==> config.mk <==
export PLATFORM = sky130hd
export DESIGN_NAME = timer_irq_ctrl_flat
export DESIGN_NICKNAME = d
export VERILOG_FILES = /design/src/rtl/timer_irq_ctrl_pkg.sv /design/src/rtl/timer_irq_ctrl_if.sv /design/src/rtl/timer_irq_ctrl_src.sv /design/src/rtl/timer_irq_ctrl.sv /design/src/flat_wrapper.sv
export SDC_FILE = /design/constraint.sdc
export NUM_CORES = 1
export LEC_CHECK = 0
export ABC_AREA = 1
export BUFFER_PORTS_ARGS = -buffer_cell sky130_fd_sc_hd__buf_2
export CAP_MARGIN = 25
export CORE_ASPECT_RATIO = 0.5
export CORE_UTILIZATION = 40
export CTS_CLUSTER_SIZE = 12
export DETAILED_ROUTE_END_ITERATION = 12
export PLACE_DENSITY = 0.71
export SLEW_MARGIN = 20
export SYNTH_ARGS = -nofsm -noshare
export SYNTH_HDL_FRONTEND = slang
export SYNTH_SLANG_ARGS = --single-unit
export TNS_END_PERCENT = 5
==> constraint.sdc <==
create_clock -name HCLK -period 3.6 [get_ports HCLK]
set_clock_uncertainty 0.05 [all_clocks]
set_input_delay 0.72 -clock HCLK [delete_from_list [all_inputs] [get_ports HCLK]]
set_output_delay 0.72 -clock HCLK [all_outputs]
set_load 0.05 [all_outputs]
==> src/rtl/timer_irq_ctrl_pkg.sv <==
// Shared constants for the timer interrupt collector: register indices and source numbering.
package timer_irq_pkg;

  localparam int NUM_SRC = 2;
  localparam int SRC_OVF = 0;
  localparam int SRC_CMP = 1;

  typedef enum logic [1:0] {
    REG_PENDING  = 2'd0,
    REG_MASK     = 2'd1,
    REG_EVT_CNT  = 2'd2,
    REG_PEND_SET = 2'd3
  } reg_idx_e;

endpackage

==> src/rtl/timer_irq_ctrl_if.sv <==
// APB slave-side signal bundle for the timer interrupt collector.
interface timer_irq_ctrl_if #(
  parameter int APB_ADDR_WIDTH = 12
);
  logic [APB_ADDR_WIDTH-1:0] PADDR;
  logic [31:0]               PWDATA;
  logic                      PWRITE;
  logic                      PSEL;
  logic                      PENABLE;
  logic [31:0]               PRDATA;
  logic                      PREADY;
  logic                      PSLVERR;

  modport master (
    output PADDR, PWDATA, PWRITE, PSEL, PENABLE,
    input  PRDATA, PREADY, PSLVERR
  );

  modport slave (
    input  PADDR, PWDATA, PWRITE, PSEL, PENABLE,
    output PRDATA, PREADY, PSLVERR
  );
endinterface

==> src/rtl/timer_irq_ctrl_src.sv <==
// One interrupt source: rising-edge detect, sticky pending bit and saturating event counter.
module irq_src_latch #(
  parameter int CNT_WIDTH = 8
) (
  input  logic                 HCLK,
  input  logic                 HRESETn,
  input  logic                 irq_in,
  input  logic                 w1c,
  input  logic                 w1s,
  input  logic                 cnt_clr,
  output logic                 pend_next_s,
  output logic                 pend_r,
  output logic [CNT_WIDTH-1:0] cnt_r
);

  localparam logic [CNT_WIDTH-1:0] CNT_ONE = CNT_WIDTH'(1);
  localparam logic [CNT_WIDTH-1:0] CNT_MAX = {CNT_WIDTH{1'b1}};

  logic                 irq_d_r;
  logic                 event_s;
  logic [CNT_WIDTH-1:0] cnt_next_s;

  // Event and pending next-state; hardware set and W1S beat W1C.
  always_comb begin
    event_s     = irq_in & ~irq_d_r;
    pend_next_s = (pend_r & ~w1c) | event_s | w1s;
  end

  // Counter next-state: a clear coinciding with an event leaves a count of one.
  always_comb begin
    cnt_next_s = cnt_r;
    if (cnt_clr) begin
      cnt_next_s = event_s ? CNT_ONE : {CNT_WIDTH{1'b0}};
    end else if (event_s && (cnt_r != CNT_MAX)) begin
      cnt_next_s = cnt_r + CNT_ONE;
    end else begin
      cnt_next_s = cnt_r;
    end
  end

  // Source state registers.
  always_ff @(posedge HCLK or negedge HRESETn) begin
    if (!HRESETn) begin
      irq_d_r <= 1'b0;
      pend_r  <= 1'b0;
      cnt_r   <= {CNT_WIDTH{1'b0}};
    end else begin
      irq_d_r <= irq_in;
      pend_r  <= pend_next_s;
      cnt_r   <= cnt_next_s;
    end
  end

endmodule

==> src/rtl/timer_irq_ctrl.sv <==
// Timer interrupt collector: APB register window, mask, per-source latches, combined level irq.
module timer_irq_ctrl
  import timer_irq_pkg::*;
#(
  parameter int APB_ADDR_WIDTH = 12,
  parameter int CNT_WIDTH      = 8
) (
  input  logic                 HCLK,
  input  logic                 HRESETn,
  timer_irq_ctrl_if.slave      apb,
  input  logic [NUM_SRC-1:0]   timer_irq_i,
  output logic                 irq_o
);

  if (APB_ADDR_WIDTH < 4 || CNT_WIDTH < 1 || CNT_WIDTH > 16) begin : g_bad_param
    $error("timer_irq_ctrl: unsupported parameter value");
  end

  reg_idx_e             reg_idx_s;
  logic                 wr_en_s;
  logic                 rd_en_s;
  logic [NUM_SRC-1:0]   w1c_s;
  logic [NUM_SRC-1:0]   w1s_s;
  logic                 cnt_clr_s;
  logic [NUM_SRC-1:0]   mask_next_s;
  logic [NUM_SRC-1:0]   mask_r;
  logic [NUM_SRC-1:0]   pend_next_s;
  logic [NUM_SRC-1:0]   pend_s;
  logic [CNT_WIDTH-1:0] cnt_s [NUM_SRC];
  logic                 irq_r;
  logic [31:0]          prdata_s;

  assign reg_idx_s = reg_idx_e'(apb.PADDR[3:2]);
  assign wr_en_s   = apb.PSEL & apb.PENABLE & apb.PWRITE;
  assign rd_en_s   = apb.PSEL & apb.PENABLE & ~apb.PWRITE;

  // Write decode into per-register strobes.
  always_comb begin
    w1c_s       = {NUM_SRC{1'b0}};
    w1s_s       = {NUM_SRC{1'b0}};
    cnt_clr_s   = 1'b0;
    mask_next_s = mask_r;
    if (wr_en_s) begin
      case (reg_idx_s)
        REG_PENDING:  w1c_s       = apb.PWDATA[NUM_SRC-1:0];
        REG_MASK:     mask_next_s = apb.PWDATA[NUM_SRC-1:0];
        REG_EVT_CNT:  cnt_clr_s   = 1'b1;
        REG_PEND_SET: w1s_s       = apb.PWDATA[NUM_SRC-1:0];
        default:      cnt_clr_s   = 1'b0;
      endcase
    end else begin
      mask_next_s = mask_r;
    end
  end

  for (genvar k = 0; k < NUM_SRC; k++) begin : g_src
    irq_src_latch #(
      .CNT_WIDTH (CNT_WIDTH)
    ) u_src (
      .HCLK        (HCLK),
      .HRESETn     (HRESETn),
      .irq_in      (timer_irq_i[k]),
      .w1c         (w1c_s[k]),
      .w1s         (w1s_s[k]),
      .cnt_clr     (cnt_clr_s),
      .pend_next_s (pend_next_s[k]),
      .pend_r      (pend_s[k]),
      .cnt_r       (cnt_s[k])
    );
  end

  // Mask register and irq flop; irq is built from next-state so it tracks pending/mask with no lag.
  always_ff @(posedge HCLK or negedge HRESETn) begin
    if (!HRESETn) begin
      mask_r <= {NUM_SRC{1'b0}};
      irq_r  <= 1'b0;
    end else begin
      mask_r <= mask_next_s;
      irq_r  <= |(pend_next_s & mask_next_s);
    end
  end

  // Zero-wait read mux; bus reads zero outside a read access phase.
  always_comb begin
    prdata_s = 32'h0000_0000;
    if (rd_en_s) begin
      case (reg_idx_s)
        REG_PENDING:  prdata_s[NUM_SRC-1:0] = pend_s;
        REG_MASK:     prdata_s[NUM_SRC-1:0] = mask_r;
        REG_EVT_CNT: begin
          prdata_s[CNT_WIDTH-1:0]  = cnt_s[SRC_OVF];
          prdata_s[16 +: CNT_WIDTH] = cnt_s[SRC_CMP];
        end
        REG_PEND_SET: prdata_s = 32'h0000_0000;
        default:      prdata_s = 32'h0000_0000;
      endcase
    end else begin
      prdata_s = 32'h0000_0000;
    end
  end

  assign apb.PRDATA  = prdata_s;
  assign apb.PREADY  = 1'b1;
  assign apb.PSLVERR = 1'b0;
  assign irq_o       = irq_r;

endmodule

==> src/flat_wrapper.sv <==
// flat-port wrapper written by rule: the top's interface ports become plain ports
module timer_irq_ctrl_flat import timer_irq_pkg::*;
#(
  parameter int APB_ADDR_WIDTH = 12,
  parameter int CNT_WIDTH      = 8
)
  (HCLK, HRESETn, timer_irq_i, irq_o, apb_PADDR, apb_PWDATA, apb_PWRITE, apb_PSEL, apb_PENABLE, apb_PRDATA, apb_PREADY, apb_PSLVERR);
  timer_irq_ctrl_if #(.APB_ADDR_WIDTH(APB_ADDR_WIDTH)) apb_i ();
  input  logic HCLK;
  input  logic HRESETn;
  input  logic [NUM_SRC-1:0] timer_irq_i;
  output logic irq_o;
  input wire logic [$bits(apb_i.PADDR)-1:0] apb_PADDR;
  input wire logic [$bits(apb_i.PWDATA)-1:0] apb_PWDATA;
  input wire logic [$bits(apb_i.PWRITE)-1:0] apb_PWRITE;
  input wire logic [$bits(apb_i.PSEL)-1:0] apb_PSEL;
  input wire logic [$bits(apb_i.PENABLE)-1:0] apb_PENABLE;
  output wire logic [$bits(apb_i.PRDATA)-1:0] apb_PRDATA;
  output wire logic [$bits(apb_i.PREADY)-1:0] apb_PREADY;
  output wire logic [$bits(apb_i.PSLVERR)-1:0] apb_PSLVERR;
  assign apb_i.PADDR = apb_PADDR;
  assign apb_i.PWDATA = apb_PWDATA;
  assign apb_i.PWRITE = apb_PWRITE;
  assign apb_i.PSEL = apb_PSEL;
  assign apb_i.PENABLE = apb_PENABLE;
  assign apb_PRDATA = apb_i.PRDATA;
  assign apb_PREADY = apb_i.PREADY;
  assign apb_PSLVERR = apb_i.PSLVERR;
  timer_irq_ctrl #(.APB_ADDR_WIDTH(APB_ADDR_WIDTH), .CNT_WIDTH(CNT_WIDTH)) u_core (.HCLK(HCLK), .HRESETn(HRESETn), .apb(apb_i), .timer_irq_i(timer_irq_i), .irq_o(irq_o));
endmodule
; ---- Word-level counts from Yosys, hierarchy flattened
; Index checks and enable logic that the tools add are counted.
[word_totals]
ff_bits = 23
latch_bits = 0
ram_bits = 0
mem_bits_ro = 0
inputBits = 51
output_inout_bits = 35
wordCells = 56
mem_count = 0
[op_classes]
addsub = 2
multipliers = 0
div = 0
magnitude_cmp = 0
eq_ne = 5
shift = 0
n_mux = 18
n_bitwise = 17
n_reduce_logical = 6
[op_table]
columns = op, count
row1 = $mux 8, 5
row2 = $mux 24, 1
row3 = $add 8x1->8 const B, 2
row4 = $ne 8x8->1 const B, 2
row5 = $mux 2, 6
row6 = $pmux 2 s4, 1
row7 = $and 1x1->1, 7
row8 = $mux 6, 1
row9 = $not 1->1, 5
row10 = $eq 2x2->1 const B, 2
row11 = $mux 1, 4
row12 = $or 1x1->1, 4
row13 = $reduce_bool 2->1, 2
row14 = $and 2x2->2, 1
row15 = $eq 2x1->1 const B, 1
row16 = $logic_and 1x1->1, 2
row17 = $logic_not 2->1, 1
row18 = $reduce_or 2->1, 1

; ---- Depth between registers and ports, before layout
; Gate-level depths: netlist of the first run.
[depth]
ltp_word = 9
depth_mapped = 8
ltp_nobuf = 8

; ---- Modules after synthesis
; Synthesis of the first run repeated with hierarchy kept, for this count alone.
[unflattened]
cells_unflattened = 261
area_unflattened_um2 = 1761.7
[by_module_without_submodules]
columns = mod, n_inst, cells_per_inst, area_each_um2, seq_area_each_um2
row1 = irq_src_latch, 2, 83, 613.1, 250.2
row2 = timer_irq_ctrl, 1, 95, 535.5, 75.1

; ---- Worst setup path after synthesis of the first run
; Ideal clock, no wire load.
[synth_timing]
kind = in2out
startpoint = in apb_PADDR[2]
endpoint = out apb_PRDATA[16]
arrival_time_ns = 2.302
required_time_ns = 2.830
setup_slack_ns = 0.528
cell_stages = 5
path_buffers = 2
cell_sequence = buf_4 inv_1 nand2_1 buf_2 nor3_1
[synth_between]
elab_chain_len = 3
[synth_rtl]
columns = element, line_no
row1 = "start, declared", flat_wrapper.sv:13  ; input wire logic [$bits(apb_i.PADDR)-1:0] apb_PADDR;
row2 = $eq 2x2->1, timer_irq_ctrl.sv:87  ; case (reg_idx_s)
row3 = $mux 8, timer_irq_ctrl.sv:87
row4 = $mux 24, timer_irq_ctrl.sv:86  ; if (rd_en_s) begin
row5 = "end, declared", flat_wrapper.sv:18  ; output wire logic [$bits(apb_i.PRDATA)-1:0] apb_PRDATA;
; Every way passes these cells.

; ---- Final worst setup path of the first run
[layout_timing]
startpoint = in apb_PADDR[2]
endpoint = out apb_PRDATA[0]
[layout_between]
elab_chain_len = 3
elab_cells_between_ends = 6
cone_classes = eq/ne (3) / mux (2) / reduce/logical (1)
[layout_rtl]
columns = element, line_no
row1 = $eq 2x2->1 (tied with other cells), timer_irq_ctrl.sv:87
row2 = $pmux 2 s4 (*), timer_irq_ctrl.sv:87
row3 = $mux 24 (*), timer_irq_ctrl.sv:86
; Mark *: on every way between the ends. The rest lies on a longest branch, timed or not.

==> results.txt, run 1 <==
- After synthesis, flip-flops and latches occupy 33.5% of the total area.
* Ordered list of cells on the worst path: buf_2 > inv_1 > nand2_1 > o21ai_0 > o21ai_0 > inv_1 > buf_2
- Final Hold Violating Endpoints: 0
- The worst path uses 74.9% of the clock period.
* Sort of element at the end of the critical path: output port
* Vertical die dimension: 48.4 um
- Antenna violations before repair: 0
* Synthesized cell area: between 0.0015 and 0.002 sq mm
- Once the clock tree was built, the setup fixing pass inserted 0 buffers.
- The die covers between 0.004 and 0.005 sq mm.
- Ports: 86
- Total number of H-tree levels: 1
- After the first detailed-routing iteration, the DRC count stood at 97.
- Actual transition at the worst max-transition pin: 0.525 ns
* Antenna diode count: 0
- Routed len/inst: 10.5 um
- Post-layout net count: 324
- The worst pin sits at a relative slew slack of 64.9%.
- For this block, the routed nets add up to between 3000 and 4000 um of wire.
* Cell with the largest stage delay on the worst path: sky130_fd_sc_hd__nand2_1
- Yosys top cell by area: sky130_fd_sc_hd__dfrtp_1
- CTS Root Cell: sky130_fd_sc_hd__clkbuf_8
* Setup TNS after final layout: 0 ns
- Clock-pin slew was measured on the worst setup and hold paths at about 0.080 ns.
- Cell types occupying the most area after synthesis: sky130_fd_sc_hd__dfrtp_1 (33%), sky130_fd_sc_hd__nand2_1 (18%), sky130_fd_sc_hd__buf_4 (8.7%)
- TritonCTS built the clock tree.
* Final design utilization: 45.7%
* Number of hold buffers added after cts: 0
* Leakage component of the power: 0.941 nW
- The floorplan step set the die width to around 95 um.
* Setup Viol. Count Final: 0
* Required time at the endpoint of the critical path: 2.83 ns
* Final Critical Period: 2.70 ns
* Clock Sink Count: 23
- The share of synthesized area in the top cell type comes to 33.5%.
* RSZ-0062 raised after global routing: false
* Filler cell count: 421
- Data on the critical path arrives at its endpoint at 1.93 ns.
- Critical Path Source Type: primary input
* Ratio of total power to cell area: 414 mW/mm^2
* DRC viols: 0
- Crit-path max cell delay: about 0.40 ns
- Largest net degree at the start of global routing: 24
- For this run, the top clock speed supported by timing is 371 MHz.
* Port Buf Inserts: 27
- The floorplan has 16 rows.
- The cell count after synthesis came out at 248.
- Global placement routability congestion: ~0.81
* Total number of yosys warnings: 0
- The worst setup path is of the in2out kind.
- No sink is reached through more buffers than the 2 on the longest clock path.
- The initial utilization of the core area, before any placement, comes to a little over two fifths.
* Max-capacitance violation count: 0
- The total overflow left after global routing is 0.
- Status: finished, final reports clean
- Number of buffers added by the clock tree synthesis step: 3
- Mean area per synthesized cell: 6.93 sq um
* Worst hold-check path type: in2async
* Core region area: 0.00400 sq mm
- VDD sags by at most approximately 0.15 mV.
- Of the cells placed in the final design, the portion with a size suffix greater than 1 is ~17%.
- Via count of the routed design: 1,551
- Unique masters post-synth: 27
* HPWL after detailed placement: 2620 um
* P&R area growth vs syn: 6.48%
* First-pass GRT wire length: ~5700 um
* Global router's overall resource usage: 15.7%
- The max-slew violation count was 0.
- Resized Gates After CTS: 0
* Worst-skew pair later-pin latency: 0.26 ns
* Largest fanout of any net on the critical path: 13
- Count of antenna-violating nets left after detailed routing: 0
- FF+latch count, synth: 23
- For this run, the detailed router's first-pass iteration total came to 4.
- In the routed layout, each cell is associated on average with a via count of about 4.8.
- Via count of the first global-routing pass: 1,302
- Total power of the final layout: 0.000758 W
-- flip-flops by register name (all words and copies together) (netlist names) --
register                    count
u_core.g_src.u_src.cnt_r       16
u_core.g_src.u_src.irq_d_r      2
u_core.g_src.u_src.pend_r       2
u_core.mask_r                   2
u_core.irq_o                    1
-- worst max-delay path: cells and delay by family --
kind / cells / cell delay [ns]
buf+inv: 4 / 0.51
simple gates: 1 / 0.40
compound gates: 2 / 0.29
-- cell usage in the layout (no fill, tap or decap), drive strengths merged --
master | synthesis | layout
nand4 | 3 | 3
o21ai | 9 | 9
xor2 | 2 | 2
buf | 24 | 27
conb | 2 | 18
ha | 2 | 2
nand3b | 1 | 1
o211ai | 1 | 1
nor3 | 12 | 12
inv | 21 | 21
o21bai | 1 | 1
nor2 | 30 | 30
nand2 | 85 | 85
clkbuf | 1 | 4
nand3 | 29 | 29
a21oi | 2 | 2
dfrtp | 23 | 23
-- layout make-up --
cell class	count	area [sq um]	share of cell area (%)
multi-input cells	195	928	50.7
flip-flops and latches	23	576	31.4
repair buffers	27	135	7.38
inverters	21	78.8	4.31
well taps	54	67.6	3.69
clock buffers	4	45.0	2.46
-- cell families (layout without fill, tap and decap cells) --
logic type                 Yosys count  in the layout  synth area share, %
adders and majority gates            2              2                 1.46
DFF                                 23             23                 33.5
and+or+nand+nor                    160            160                 43.3
other                                2             18                0.437
xor gates and xnor gates             2              2                 1.02
AOI/OAI and AO/OA                   13             13                 4.29
buffers and inverters               46             52                 16.0
-- worst paths after layout --
check / from / end / slack (ns) / cells after the start
max in group asynchronous: HRESETn / u_core.g_src[1].u_src.pend_r / 2.78 / 1
max: apb_PADDR[2] / apb_PRDATA[0] / 0.90 / 7
min reg2reg: u_core.g_src[1].u_src.pend_r / u_core.g_src[1].u_src.pend_r / 0.47 / 2
min: HRESETn / u_core.g_src[1].u_src.cnt_r[4] / 0.37 / 1
min in group HCLK: u_core.g_src[1].u_src.pend_r / u_core.g_src[1].u_src.pend_r / 0.47 / 2
max reg2reg: u_core.g_src[0].u_src.cnt_r[1] / u_core.g_src[0].u_src.cnt_r[1] / 2.07 / 8
-- where the power goes --
group | internal (W) | total, W | switching (W)
logic | 0.0000683 | 0.000232 | 0.000163
clock network | 0.0000789 | 0.000157 | 0.0000781
registers | 0.000306 | 0.000369 | 0.0000636
-- metal layers --
metal	share of wire (%)	GRT usage, %	up-vias	routed length (um)
met5	0	0	-	0
met4	0.44	2.27	0	15
met3	5.1	3.30	2	174
met2	46	26.6	39	1590
met1	48	21.1	719	1630
li1	-	-	791	-
-- metrics by stage --
step | hold WS, ns | instance area (sq um) | instances | setup slack (ns)
after global routing | 0.409 | 1830 | 324 | 0.759
after detailed placement | 0.458 | 1790 | 320 | 0.889
final | 0.367 | 1830 | 324 | 0.902
after global placement | 0.456 | 1790 | 320 | 0.886
after CTS | 0.385 | 1830 | 324 | 0.889
after floorplan | 0.374 | 1780 | 264 | 0.528
-- synthesized netlist by cell type (all sizes together) --
cell type and instances:
o21ai 9, nand3 29, inv 21, nor3 12
buf 24, xor2 2, a21oi 2, dfrtp 23
clkbuf 1, ha 2, o211ai 1, nor2 30
nand3b 1, conb 2, nand2 85, o21bai 1
nand4 3
(Power assumes the default switching activity.)
==> inputs of run 2 (changes only) <==
Clock period 3.6 ns to 2.5 ns, I/O delays scaled along.
==> run 2 against run 1 <==
Compared with the run above:
- cell count grew 0.31%
- worst setup slack worse by 0.60 ns
- worst hold slack lost 0.22 ns
==> results.txt, run 2 (same netlist as run 1, synthesis figures left out) <==
- Status: finished, final reports clean
- The instance count after placement with tap cells included was 321 (+0.31%).
- The critical path data arrival time is 1.65 ns (-0.28 ns).
- The width of the die came to 94.7 um (unchanged).
- The leakage power is 0.945 nW (+0.48%).
* Met2 GRT Util: 27.0% (+0.36 points)
- Largest fanout of any net on the critical path: 8 (-5)
- The slew of the pin with the lowest slew margin is 0.512 ns (-0.0128 ns).
- The count of input and output buffers came to 27 (unchanged).
- Via count of the first global-routing pass: 1,358 (+4.3%)
* Starting density of the core: 42.9% (unchanged)
- The total core area came to 0.00400 sq mm (unchanged).
- Fraction of met3 tracks used by global routing: 3.77% (+0.47 points)
- Count of antenna-violating nets left after detailed routing: 0 (unchanged)
* Buffer levels on the longest clock path: 2 (unchanged)
* Setup TNS after final layout: 0 ns (unchanged)
- The clock latency at the later pin of the worst-skew pair came to 0.26 ns (about the same).
- The number of antenna violations at the first check in global routing is 0 (unchanged).
- Highest ir drop seen on vdd: 0.193 mV (+26%)
* Most frequent standard cell in the layout excluding fill and tap cells: sky130_fd_sc_hd__nand2_1
* RSZ-0062 raised after global routing: false
- Top achievable clock speed: roughly 450 MHz
- The flip-flop count of the largest register, all copies and words added was 16 (unchanged).
- The number of H-tree levels came to 1 (unchanged).
* Routed len/inst: 10.2 um (-3.4%)
* Clock Sink Count: 23 (unchanged)
- The ratio of total power to cell area is 591 mW/mm^2 (+43%).
- Vertical die dimension: 48.4 um (unchanged)
- The global-route track usage on met1 is 21.4% (+0.26 points).
- Total global routing overflow: 0 (unchanged)
- Required time at the endpoint of the critical path: 1.95 ns (-0.88 ns)
* P&R area growth vs syn: 6.91%
- DRC viols: 0 (unchanged)
- The number of standard cells in the final layout excluding fillers came to 325 (+0.31%).
* Most congested layer reported by global routing: met2
- Via count of the routed design: 1,547 (-0.26%)
* Most frequent cells in the layout: sky130_fd_sc_hd__nand2_1 (81), sky130_fd_sc_hd__nand3_1 (28), sky130_fd_sc_hd__buf_2 (27)
* Die Footprint: 0.00458 sq mm (unchanged)
- Number of detailed-route iterations in the first pass: 4 (unchanged)
- The max-cap violation count is 0 (unchanged).
- Clock tree from TritonCTS: built
* Fraction of final layout cells with drive strength greater than 1: 17.3% (+0.31 points)
- The number of inserted diodes is 0 (unchanged).
- The final setup violation count is 0 (unchanged).
- Pins over their slew limit: 0 (unchanged)
* Post-CTS setup buffer count: 0 (unchanged)
- Final Hold Violating Endpoints: 0 (unchanged)
* Standard-cell rows: 16 (unchanged)
* Violation count after the first detailed-routing iteration: 36 (-63%)
- Global router's overall resource usage: 16.1% (+0.42 points)
- STA classifies the critical path startpoint as a primary input.
- Sort of element at the end of the critical path: output port
* Largest net degree at the start of global routing: 24 (unchanged)
- The wire length of the first global-routing pass is 5890 um (+3.1%).
- Kind of critical path: in2out
- Total Routed Length: 3300 um (-3.1%)
- Ports: 86 (unchanged)
* HPWL after detailed placement: 2590 um (-1.2%)
- Via/cell ratio: 4.76 (-0.56%)
* Max_slew headroom: 65.9% (+0.94 points)
* Clock slew at reported path FFs: 0.08 ns (about the same)
- The count of hold buffers inserted by post-cts repair is 0 (unchanged).
- Number of buffers added by the clock tree synthesis step: 3 (unchanged)
- Global placement routability congestion: 0.826 (+1.5%)
- The count of instances resized after the clock tree is built was 0 (unchanged).
- Post-layout net count: 325 (+0.31%)
- Crit share post-route: between 80 and 90%
- CTS Root Cell: sky130_fd_sc_hd__clkbuf_8
* Worst hold-check path type: in2async
* Register with the most flip-flops: u_core.g_src.u_src.cnt_r
- After layout, the minimum clock period comes to 2.20 ns.
-- run 2: cell count changes in the layout (fill, tap and decap cells not counted), sizes merged --
cell | previous run | this run
buf | 27 | 28
-- run 2: path summary, 6_finish.rpt --
path                                                     start                              to  slack (ns)  depth (start not counted)
worst max-delay path                              apb_PADDR[2]                   apb_PRDATA[5]        0.30                          6
worst min-delay path                                   HRESETn  u_core.g_src[1].u_src.cnt_r[3]        0.15                          1
worst max register to register  u_core.g_src[0].u_src.cnt_r[1]  u_core.g_src[0].u_src.cnt_r[1]        0.98                          8
worst min register to register    u_core.g_src[1].u_src.pend_r    u_core.g_src[1].u_src.pend_r        0.47                          2
max in group asynchronous                              HRESETn  u_core.g_src[0].u_src.cnt_r[5]        1.90                          1
min in group HCLK                               timer_irq_i[1]   u_core.g_src[1].u_src.irq_d_r        0.30                          1
-- run 2: area by class of cell --
type	instances	area, sq um
fill	413	2170
tap	54	67.6
clock buffer	4	45.0
timing repair buffer	28	143
multi-input combinational	195	928
sequential	23	576
inverter	21	78.8
-- run 2: power by group --
| part | internal [W] | switching, W | leakage (nW) | total (W) |
|---|---|---|---|---|
| Sequential | 0.000440 | 0.0000876 | 0.290 | 0.000528 |
| Clock | 0.000114 | 0.000112 | 0.0228 | 0.000225 |
| Combinational | 0.0000995 | 0.000234 | 0.632 | 0.000333 |
| Total | 0.000653 | 0.000433 | 0.945 | 0.00109 |
-- run 2: per-stage QoR --
step	hold WS, ns	worst slack, ns	power [W]	util [%]	cell area (sq um)
2_1_floorplan	0.154	-0.132	0.000830	-	1780
3_3_place_gp	0.456	0.343	0.000860	44.8	1790
3_5_place_dp	0.457	0.304	0.000869	44.8	1790
4_1_cts	0.169	0.304	0.00110	45.9	1840
5_1_grt	0.189	0.191	0.00117	45.9	1840
6_report	0.149	0.301	0.00109	45.9	1840
-- run 2: worst max-delay path: stages --
cell,delay [ns]
sky130_fd_sc_hd__buf_2,0.17
sky130_fd_sc_hd__inv_1,0.07
sky130_fd_sc_hd__nand2_1,0.19
sky130_fd_sc_hd__buf_4,0.24
sky130_fd_sc_hd__nor3_1,0.18
sky130_fd_sc_hd__buf_2,0.30
-- run 2: routing by layer --
metal / vias to the layer above / wire length, um
li1: 798 / -
met1: 703 / 1650
met2: 40 / 1470
met3: 6 / 133
met4: 0 / 50
met5: - / 0
==> inputs of run 3 (changes only) <==
Settings changed: ABC_AREA 1 to 0, PLACE_DENSITY 0.71 to 0.74.
==> run 3 against run 2 <==
Compared with the run above:
- non-clock buffer count is the same
- largest cell class unchanged
- global-route usage down 0.72 points
- sequential share of layout area rose by 3.3 points
- die area down 12%
- combinational power decreased by 11%
- clock-buffer cell count decreased by 1
- worst setup slack better by 0.0018 ns
==> results.txt, run 3 <==
* Status: finished, final reports clean
- Leakage component of the power: 0.798 nW (-16%)
- Starting density of the core: 42.9% (about the same)
- Worst Setup Slack, final: 0.303 ns (+0.00182 ns)
- Reported net switching power: 0.000414 W (-4.3%)
* Area share of the leading cell type in the synthesized netlist: 38.0% (+4.5 points)
- The clock transition at the register clock pins on the worst setup and hold paths after CTS was 0.08 ns (about the same).
- Number of flip-flops under the largest register name: 16 (unchanged)
* Worst setup path startpoint: apb_PADDR[3]
- The ratio of final minimum period to clock period was 87.9% (about the same).
- Via count of the first global-routing pass: 1,045 (-23%)
- The count of cell instances traversed by the critical path came to 6 (unchanged).
* Final Critical Period: 2.20 ns (-0.00181 ns)
- The fraction of power spent switching nets came to 38.3% (-1.6 points).
- The largest net degree at the start of global routing came to 24 (unchanged).
* Kind of critical path: in2out
* Number of buffers added by the clock tree synthesis step: 3 (unchanged)
* Largest fanout of any net on the critical path: 14 (+6)
- The clock latency at the later pin of the worst-skew pair was 0.26 ns (about the same).
- The sequential fraction of design power was 51.8% (+3.2 points).
- Counting stages on the worst path, the most repeated cell is sky130_fd_sc_hd__buf_2.
* First-pass GRT wire length: 4680 um (-21%)
- The fraction of registers with async set or reset after synthesis was 100% (unchanged).
- Global router's overall resource usage: 15.4% (-0.72 points)
- Critical Path Source Type: primary input
* Clock Sink Count: 23 (unchanged)
- Unique masters post-synth: 40 (+48%)
- The worst register-to-register path begins at u_core.g_src[1].u_src.cnt_r[0].
- Proportion of power drawn by combinational gates: 27.3% (-3.4 points)
- Setup Viol. Count Final: 0 (unchanged)
- Post-layout net count: 246 (-24%)
- Setup repair after global routing left no endpoint under its margin.
* Total global routing overflow: 0 (unchanged)
* Worst hold-check path type: in2async
* Resized Gates After CTS: 0 (unchanged)
- The flip-flop and latch count after synthesis is 23 (unchanged).
- The number of flops mapped to enable cells by yosys was 0 (unchanged).
- The length in cells of the worst reg-to-reg path came to 5 (-3).
- Max-capacitance violation count: 0 (unchanged)
- The buffer depth of the longest clock path was 2 (unchanged).
- The number of H-tree levels came to 1 (unchanged).
- Required time at the endpoint of the critical path: 1.95 ns (about the same)
- Number of detailed-route iterations in the first pass: 4 (unchanged)
- Final Hold Violating Endpoints: 0 (unchanged)
* Setup TNS after final layout: 0 ns (unchanged)
- Final design utilization: 47.2% (+1.3 points)
- Global placement routability congestion: 0.803 (-2.8%)
- Ports: 86 (unchanged)
- The number of design rule violations left after detail routing came to 0 (unchanged).
- The count of hold buffers inserted by post-cts repair is 0 (unchanged).
- The library cell used most frequently in the layout, excluding fill and tap cells, is sky130_fd_sc_hd__buf_2.
* Via/cell ratio: 5.03 (+5.6%)
- The cell count after synthesis was 166 (-33%).
* CTS Root Cell: sky130_fd_sc_hd__clkbuf_8
- Crit-path max cell delay: 0.26 ns (-0.04 ns)
- Total Routed Length: 2880 um (-13%)
- Port Buf Inserts: 27 (unchanged)
- HPWL after detailed placement: 2170 um (-16%)
- Among all flip-flop cells after synthesis, the most frequent one is sky130_fd_sc_hd__dfrtp_1.
- The worst setup path is captured at an output port.
- Pins over their slew limit: 0 (unchanged)
- The post-CTS setup buffer count came to 0 (unchanged).
- Vertical die dimension: 45.5 um (-5.9%)
- Sequential-to-total area share from yosys stat: 38.0% (+4.5 points)
- After synthesis, the most frequently instantiated cells are sky130_fd_sc_hd__dfrtp_1 (23), sky130_fd_sc_hd__buf_4 (21), sky130_fd_sc_hd__and2_1 (16), sky130_fd_sc_hd__nand2_1 (12), sky130_fd_sc_hd__nor2_1 (10).
- Total number of yosys warnings: 0 (unchanged)
- The number of vias after detailed routing came to 1,222 (-21%).
* Setup slack at placement: 0.313 ns (+0.00932 ns)
* Mean area per synthesized cell: 9.12 sq um (+32%)
* P&R area growth vs syn: 9.92%
- Synthesized cell area: 0.00151 sq mm (-12%)
- The number of rows created at floorplan came to 15 (-1).
* Cell with the largest stage delay on the worst path: sky130_fd_sc_hd__buf_2
- The cell internal power dissipation is 0.000668 W (+2.2%).
- The critical path data arrival time came to 1.65 ns (about the same).
- The antenna violation net count after detailed routing came to 0 (unchanged).
- Antenna diode count: 0 (unchanged)
* Count leader, synth: sky130_fd_sc_hd__dfrtp_1
* Ratio of total power to cell area: 650 mW/mm^2 (+10%)
* Antenna violations before repair: 0 (unchanged)
- TritonCTS built the clock tree.
* Violation count after the first detailed-routing iteration: 45 (+25%)
- Cell types occupying the most area after synthesis: sky130_fd_sc_hd__dfrtp_1 (38%), sky130_fd_sc_hd__buf_4 (10%), sky130_fd_sc_hd__and2_1 (6.6%)
- The total core area came to 0.00353 sq mm (-12%).
- Count of buffering cells on the critical path with inverters included: 3 (-1)
- Top achievable clock speed: 455 MHz (about the same)
- The worst IR drop on VDD is 0.218 mV (+13%).
- Routed len/inst: 11.9 um (+17%)
* Register with the most flip-flops: u_core.g_src.u_src.cnt_r
- In the layout the commonest cells are sky130_fd_sc_hd__buf_2 (27), sky130_fd_sc_hd__dfrtp_1 (23), sky130_fd_sc_hd__conb_1 (18).
- sky130_fd_sc_hd__dfrtp_1 takes more of the synthesized area than any other cell.
* Fraction of final layout cells with drive strength greater than 1: 20.8% (+3.5 points)
- Die Footprint: 0.00405 sq mm (-12%)
- Clock share of power: 20.9% (+0.2 points)
- Internal reg-to-reg setup slack: 0.84 ns (-0.14 ns)
* Total power of the final layout: 0.00108 W (-0.39%)
- Family with the most delay on the worst path: buffers and inverters
- The signal on the critical path passes through buf_2 > and2b_1 > nor3b_2 > buf_4 > and2_1 > buf_2.
- The width of the die came to 89.0 um (-6.0%).
run 3: cell families after synthesis:
group | count (synthesis) | share of synthesized area [%]
buf+inv | 22 | 10.7
xor+xnor | 4 | 2.31
simple gates | 81 | 31.1
flops | 23 | 38.0
mux | 6 | 4.63
fa+ha+maj | 2 | 1.65
compound gates | 26 | 11.1
other cells | 2 | 0.496
run 3: cell type report:
| type | count | area [sq um] |
|---|---|---|
| clock buffers | 3 | 41.3 |
| repair buffers | 28 | 143 |
| multi-input cells | 137 | 836 |
| flip-flops and latches | 23 | 576 |
| fillers | 340 | 1860 |
| clock inverters | 1 | 5.00 |
| well taps | 51 | 63.8 |
run 3: routing by layer:
| layer | track usage (%) | vias to the layer above | routed length [um] |
|---|---|---|---|
| met5 | 0 | - | 0 |
| met4 | 7.30 | 0 | 23 |
| met3 | 3.08 | 5 | 137 |
| met2 | 24.6 | 44 | 1310 |
| met1 | 20.6 | 568 | 1420 |
| li1 | - | 605 | - |
run 3: path summary, 6_finish.rpt:
check / to
min in group HCLK: u_core.g_src[1].u_src.irq_d_r
worst min-delay path: u_core.g_src[0].u_src.pend_r
worst max-delay path: apb_PRDATA[20]
worst max register to register: u_core.g_src[1].u_src.cnt_r[0]
worst min register to register: u_core.mask_r[1]
max in group asynchronous: u_core.g_src[1].u_src.cnt_r[7]
run 3: worst reg2reg max path, delay by kind of cell (launching register included):
kind,cells,cell delay [ns]
simple gates,1,0.18
fa+ha+maj,1,0.27
compound gates,3,0.63
flops,1,0.43
run 3: power by group through the flow:
| stage | clock [W] | sequential (W) | combinational, W |
|---|---|---|---|
| after global placement | 0 | 0.000560 | 0.000286 |
| final | 0.000226 | 0.000560 | 0.000295 |
| after CTS | 0.000237 | 0.000558 | 0.000297 |
| after floorplan | 0 | 0.000552 | 0.000249 |
| after global routing | 0.000254 | 0.000578 | 0.000331 |
| after detailed placement | 0 | 0.000563 | 0.000297 |
run 3: stage by stage:
step | hold slack, ns | instance area, sq um | instances
2_1_floorplan | 0.154 | 1570 | 182
3_3_place_gp | 0.449 | 1620 | 239
3_5_place_dp | 0.448 | 1620 | 239
4_1_cts | 0.157 | 1660 | 243
5_1_grt | 0.172 | 1660 | 243
6_report | 0.140 | 1660 | 243
